[src/rtl/mips_div.sv]
// rtl/mips_div.sv - radix-2 restoring 32-bit divider producing {HI, LO} for DIV/DIVU
module mips_div #(
    parameter int WIDTH = 32
) (
    input  logic               clk,
    input  logic               rst,
    input  logic               start_i,
    input  logic               signed_i,
    input  logic [WIDTH-1:0]   dividend_i,
    input  logic [WIDTH-1:0]   divisor_i,
    input  logic               annul_i,
    output logic               busy_o,
    output logic               ready_o,
    output logic [2*WIDTH-1:0] result_o
);

    localparam int CW = $clog2(WIDTH);

    typedef enum logic [1:0] {
        S_IDLE,
        S_ZERO,
        S_RUN,
        S_DONE
    } state_t;

    state_t             r_state;
    state_t             w_next;
    logic [CW-1:0]      r_cnt;
    logic [WIDTH-1:0]   r_rem;
    logic [WIDTH-1:0]   r_quo;
    logic [WIDTH-1:0]   r_dvs;
    logic               r_q_neg;
    logic               r_r_neg;
    logic [2*WIDTH-1:0] r_result;

    logic               w_accept;
    logic               w_last;
    logic               w_a_neg;
    logic               w_b_neg;
    logic [WIDTH-1:0]   w_a_abs;
    logic [WIDTH-1:0]   w_b_abs;
    logic [WIDTH:0]     w_shift;
    logic [WIDTH:0]     w_diff;
    logic               w_ge;
    logic [WIDTH-1:0]   w_rem_nx;
    logic [WIDTH-1:0]   w_quo_nx;
    logic [WIDTH-1:0]   w_q_fix;
    logic [WIDTH-1:0]   w_r_fix;

    assign w_accept = (r_state == S_IDLE) && start_i && !annul_i;
    assign w_last   = (r_cnt == CW'(WIDTH - 1));

    // Signed operands are divided as magnitudes; signs are reapplied at the end.
    assign w_a_neg  = signed_i & dividend_i[WIDTH-1];
    assign w_b_neg  = signed_i & divisor_i[WIDTH-1];
    assign w_a_abs  = w_a_neg ? -dividend_i : dividend_i;
    assign w_b_abs  = w_b_neg ? -divisor_i : divisor_i;

    assign w_shift  = {r_rem, r_quo[WIDTH-1]};
    assign w_diff   = w_shift - {1'b0, r_dvs};
    assign w_ge     = !w_diff[WIDTH];
    assign w_rem_nx = w_ge ? w_diff[WIDTH-1:0] : w_shift[WIDTH-1:0];
    assign w_quo_nx = {r_quo[WIDTH-2:0], w_ge};
    assign w_q_fix  = r_q_neg ? -w_quo_nx : w_quo_nx;
    assign w_r_fix  = r_r_neg ? -w_rem_nx : w_rem_nx;

    always_ff @(posedge clk or negedge rst) begin
        if (!rst) begin
            r_state <= S_IDLE;
        end else begin
            r_state <= w_next;
        end
    end

    always_comb begin
        w_next = r_state;
        case (r_state)
            S_IDLE: begin
                if (w_accept) begin
                    w_next = (divisor_i == '0) ? S_ZERO : S_RUN;
                end
            end
            S_ZERO:  w_next = annul_i ? S_IDLE : S_DONE;
            S_RUN: begin
                if (annul_i) begin
                    w_next = S_IDLE;
                end else if (w_last) begin
                    w_next = S_DONE;
                end
            end
            S_DONE:  w_next = S_IDLE;
            default: w_next = S_IDLE;
        endcase
    end

    always_ff @(posedge clk or negedge rst) begin
        if (!rst) begin
            r_cnt    <= '0;
            r_rem    <= '0;
            r_quo    <= '0;
            r_dvs    <= '0;
            r_q_neg  <= 1'b0;
            r_r_neg  <= 1'b0;
            r_result <= '0;
        end else if (w_accept) begin
            r_cnt    <= '0;
            r_rem    <= '0;
            r_quo    <= w_a_abs;
            r_dvs    <= w_b_abs;
            r_q_neg  <= w_a_neg ^ w_b_neg;
            r_r_neg  <= w_a_neg;
        end else if (r_state == S_RUN && !annul_i) begin
            r_cnt <= r_cnt + 1'b1;
            r_rem <= w_rem_nx;
            r_quo <= w_quo_nx;
            if (w_last) begin
                r_result <= {w_r_fix, w_q_fix};
            end
        end else if (r_state == S_ZERO && !annul_i) begin
            // Division by zero is architecturally undefined; we commit all zeros.
            r_result <= '0;
        end
    end

    assign busy_o   = (r_state == S_ZERO) || (r_state == S_RUN);
    assign ready_o  = (r_state == S_DONE);
    assign result_o = r_result;

endmodule
[config.mk]
export PLATFORM = sky130hd
export DESIGN_NAME = mips_div
export DESIGN_NICKNAME = d
export VERILOG_FILES = /design/src/rtl/mips_div.sv
export SDC_FILE = /design/constraint.sdc
export NUM_CORES = 1
export LEC_CHECK = 0
export ABC_AREA = 1
export CORE_UTILIZATION = 24
export CTS_CLUSTER_SIZE = 40
export DETAILED_ROUTE_END_ITERATION = 6
export GPL_TIMING_DRIVEN = 1
export PLACE_DENSITY_LB_ADDON = 0.3
export SKIP_CTS_REPAIR_TIMING = 1
export SYNTH_ARGS = -nofsm -noshare
export SYNTH_HDL_FRONTEND = slang
export SYNTH_SLANG_ARGS = --single-unit
export TNS_END_PERCENT = 5
[constraint.sdc]
create_clock -name clk -period 4.9 [get_ports clk]
set_input_delay 0.49 -clock clk [delete_from_list [all_inputs] [get_ports clk]]
set_output_delay 0.49 -clock clk [all_outputs]
set_load 0.01 [all_outputs]
==> impl_metrics.csv <==
group,metric,value,unit
floorplan,rows,84,
setup_path,regToRegEndpoint,"result_o[28]$_DFFE_PN0P_",
placed_design,dp_hpwl,35880,µm
setup_path,worst_path_max_delay_cell,"o21ai_0",
cells_and_area,drive_gt1_frac,0.05972,
yosys,synth_fp_nets,2035,
sta,period_needed,4.318,ns
sta,finalHoldViolCount,0,
setup_path,r2r_start,"r_quo[31]$_DFFE_PN0P_",
job,cap_violations,0,
setup_path,critPathBufInv,3,
global_routing,grt_pass1_vias,12730,
hold_path,min_path_type,"in2async",
yosys,ys_top_cells_by_area,"dfrtp_1, nand2_1, inv_1, o21ai_0, nand3_1",
setup_path,cpMostUsedCell,"nand2_1",
sta,slew_violations,0,
placed_design,io_buffer_count,134,
sta,max_freq,231.6,MHz
routing,viasPerCell,4.691,
setup_path,cp.required,5.24,ns
clocking,tritoncts,"built",
yosys,synth_edf_count,0,
cells_and_area,areaGrowthSynthToFinish,20.75,%
yosys,syn-instance-count,1922,
setup_path,crit_path_end_kind,"flop",
routing,vias,12810,
yosys,syn_avg_cell_area,6.675,µm²
routing,first_pass_iters,5,
power_and_ir_drop,vdd_drop_max,368.9,µV
floorplan,core_area,52660,µm²
clocking,insertion_delay,0.46,ns
clocking,cts_buffer_depth,2,
global_routing,grt_antenna_before_repair,0,
global_routing,grt.overflow.total,0,
yosys,ys_ff_latch,169,
setup_path,crit_type,"reg2reg",
routing,wl_per_cell,16.70,µm
yosys,yosysTopAreaCell,"dfrtp_1",
clocking,htreeDepth,4,
clocking,cts_root_buffer,"clkbuf_16",
floorplan,die_w,233.2,µm
setup_path,critPathMaxStageDelay,0.42,ns
cells_and_area,fill_cells,5782,
routing,drtAntennaViolNets,0,
clocking,cts_made_buffers,17,
yosys,yosysTopAreaCellShare,0.3297,
setup_path,cpLargestDelayFamily,"simple AND/OR/NAND/NOR gates",
floorplan,die_y,233.2,µm
placed_design,globalplace.congestion,0.9045,
sta,skew,0.02010,ns
placed_design,dp.cells,2700,
clocking,cts.sinks,169,
sta,slew_headroom,0.2259,
status,run_status,"complete, no violations",
global_routing,grt_pass1_wl,72180,µm
sta,setup_viol,0,
global_routing,track_usage,0.1713,
yosys,yosysWarnings,0,
sta,period_share,0.8813,
global_routing,grt_max_degree,100,
yosys,ys_seq_area_frac,0.3297,
sta,tightest_slew,1.157,ns
setup_path,critPathLaunchType,"flop",
sta,holdWs,0.1230,ns
power_and_ir_drop,p_leak,7.420,nW
power_and_ir_drop,power.density,832.6,nW/µm²
routing,routed_wl,45600,µm
yosys,synth_flop_cell,"dfrtp_1",
yosys,synth-async-reset-ratio,1.000,
routing,drcViolationCount,0,
routing,first_iter_violations,930,
floorplan,ios,135,
cells_and_area,final_nets,2144,
setup_path,cp_max_fo,16,
setup_path,reg2reg_slack,0.58,ns
sta,rsz0062_at_grt,"false",
floorplan,die-area,54380,µm²
cells_and_area,utilization,0.2942,
sta,tns,0,ns
cells_and_area,finalNonFillerCells,2731,
clocking,clk_pin_slew,0.07,ns
yosys,syn_area,12830,µm²
setup_path,arrival,4.66,ns
setup_path,ff2ff_path_depth,25,
yosys,yosysUniqueCellTypes,52,
cells_and_area,n_antenna_cell,0,
floorplan,start_util,0.2436,
-- worst max-delay path by stage --
| stage | startpoint | endpoint | slack (ns) | depth (start not counted) |
|---|---|---|---|---|
| final | r_quo[31]$_DFFE_PN0P_ | result_o[28]$_DFFE_PN0P_ | 0.58 | 25 |
| after global placement | r_quo[31]$_DFFE_PN0P_ | result_o[28]$_DFFE_PN0P_ | 0.70 | 25 |
| after CTS | r_quo[31]$_DFFE_PN0P_ | result_o[28]$_DFFE_PN0P_ | 0.59 | 25 |
| after global routing | r_quo[31]$_DFFE_PN0P_ | result_o[28]$_DFFE_PN0P_ | 0.06 | 25 |
| after detailed placement | r_quo[31]$_DFFE_PN0P_ | result_o[28]$_DFFE_PN0P_ | 0.60 | 25 |
| after floorplan | r_quo[31]$_DFFE_PN0P_ | result_o[28]$_DFFE_PN0P_ | 1.21 | 26 |
-- layout by cell type, fill, tap and decap left out, types with 29 or more instances in the layout --
master,Yosys,layout
nand2_1,578,578
nor3_1,35,35
nand2_2,34,34
ha_1,43,43
dfrtp_1,169,169
xor2_1,48,48
clkdlybuf4s50_1,0,133
nor2_1,156,155
nand3_1,122,121
o21ai_0,179,179
inv_1,246,245
a21oi_1,66,66
o22ai_1,29,29
-- per-layer routing --
layer	global-route usage	wire length, µm	up-vias
li1	-	-	6411
met1	0.2230	20720	6097
met2	0.2968	22490	271
met3	0.01929	1686	33
met4	0.04698	699	0
met5	0	0	-
-- power by group --
group | total (W) | switching (W) | internal (W)
clock network | 0.00152 | 0.000651 | 0.000867
registers | 0.00246 | 0.000467 | 0.00199
logic | 0.00892 | 0.00611 | 0.00281
-- stage by stage --
stage	total power, W	area (µm²)	setup slack [ns]
finish	0.01290	15490	0.5819
detailed placement	0.01137	14860	0.6041
floorplan	0.008573	12830	1.214
global placement	0.01133	14860	0.6951
CTS	0.01293	15490	0.5863
global route	0.01415	15490	0.06372
-- registers in the layout, summed over array words and instances (netlist names) --
name,count
r_r_neg,1
result_o,64
r_cnt,5
r_quo,32
r_state,2
r_dvs,32
r_q_neg,1
r_rem,32
-- Yosys cell counts, types with 3 or more instances --
| master | instances |
|---|---|
| xnor2_1 | 27 |
| nor4_1 | 9 |
| dfrtp_1 | 169 |
| a31oi_1 | 6 |
| o22ai_1 | 29 |
| buf_6 | 5 |
| o21ai_1 | 10 |
| ha_1 | 43 |
| a21o_1 | 3 |
| o21ai_0 | 179 |
| clkbuf_1 | 46 |
| nand2_2 | 34 |
| o31ai_1 | 4 |
| nand3b_1 | 8 |
| nand2_4 | 7 |
| xor2_1 | 48 |
| a21oi_1 | 66 |
| nor2_1 | 156 |
| or2_2 | 4 |
| a22o_1 | 3 |
| o21bai_1 | 7 |
| a21oi_4 | 3 |
| nor3_1 | 35 |
| nor2_2 | 11 |
| nand3_1 | 122 |
| inv_1 | 246 |
| nand4_1 | 23 |
| nand2_1 | 578 |
| o21ai_2 | 3 |
| a32o_1 | 5 |
-- layout make-up --
cell class              instances  area, µm²  area share
repair buffers                149       1455     0.09393
inverters                     249      934.6     0.06033
flip-flops and latches        169       4229      0.2730
well taps                     688      860.8     0.05557
clock inverters                14      210.2     0.01357
clock buffers                  17      425.4     0.02746
multi-input cells            1445       7376      0.4761
-- cells by family after synthesis --
logic type	share of synthesized area
fa+ha+maj	0.04350
flops	0.3297
xor+xnor	0.05120
simple gates	0.3368
buf+inv	0.09597
compound gates	0.1429
Power figures use the tool's default switching activity.
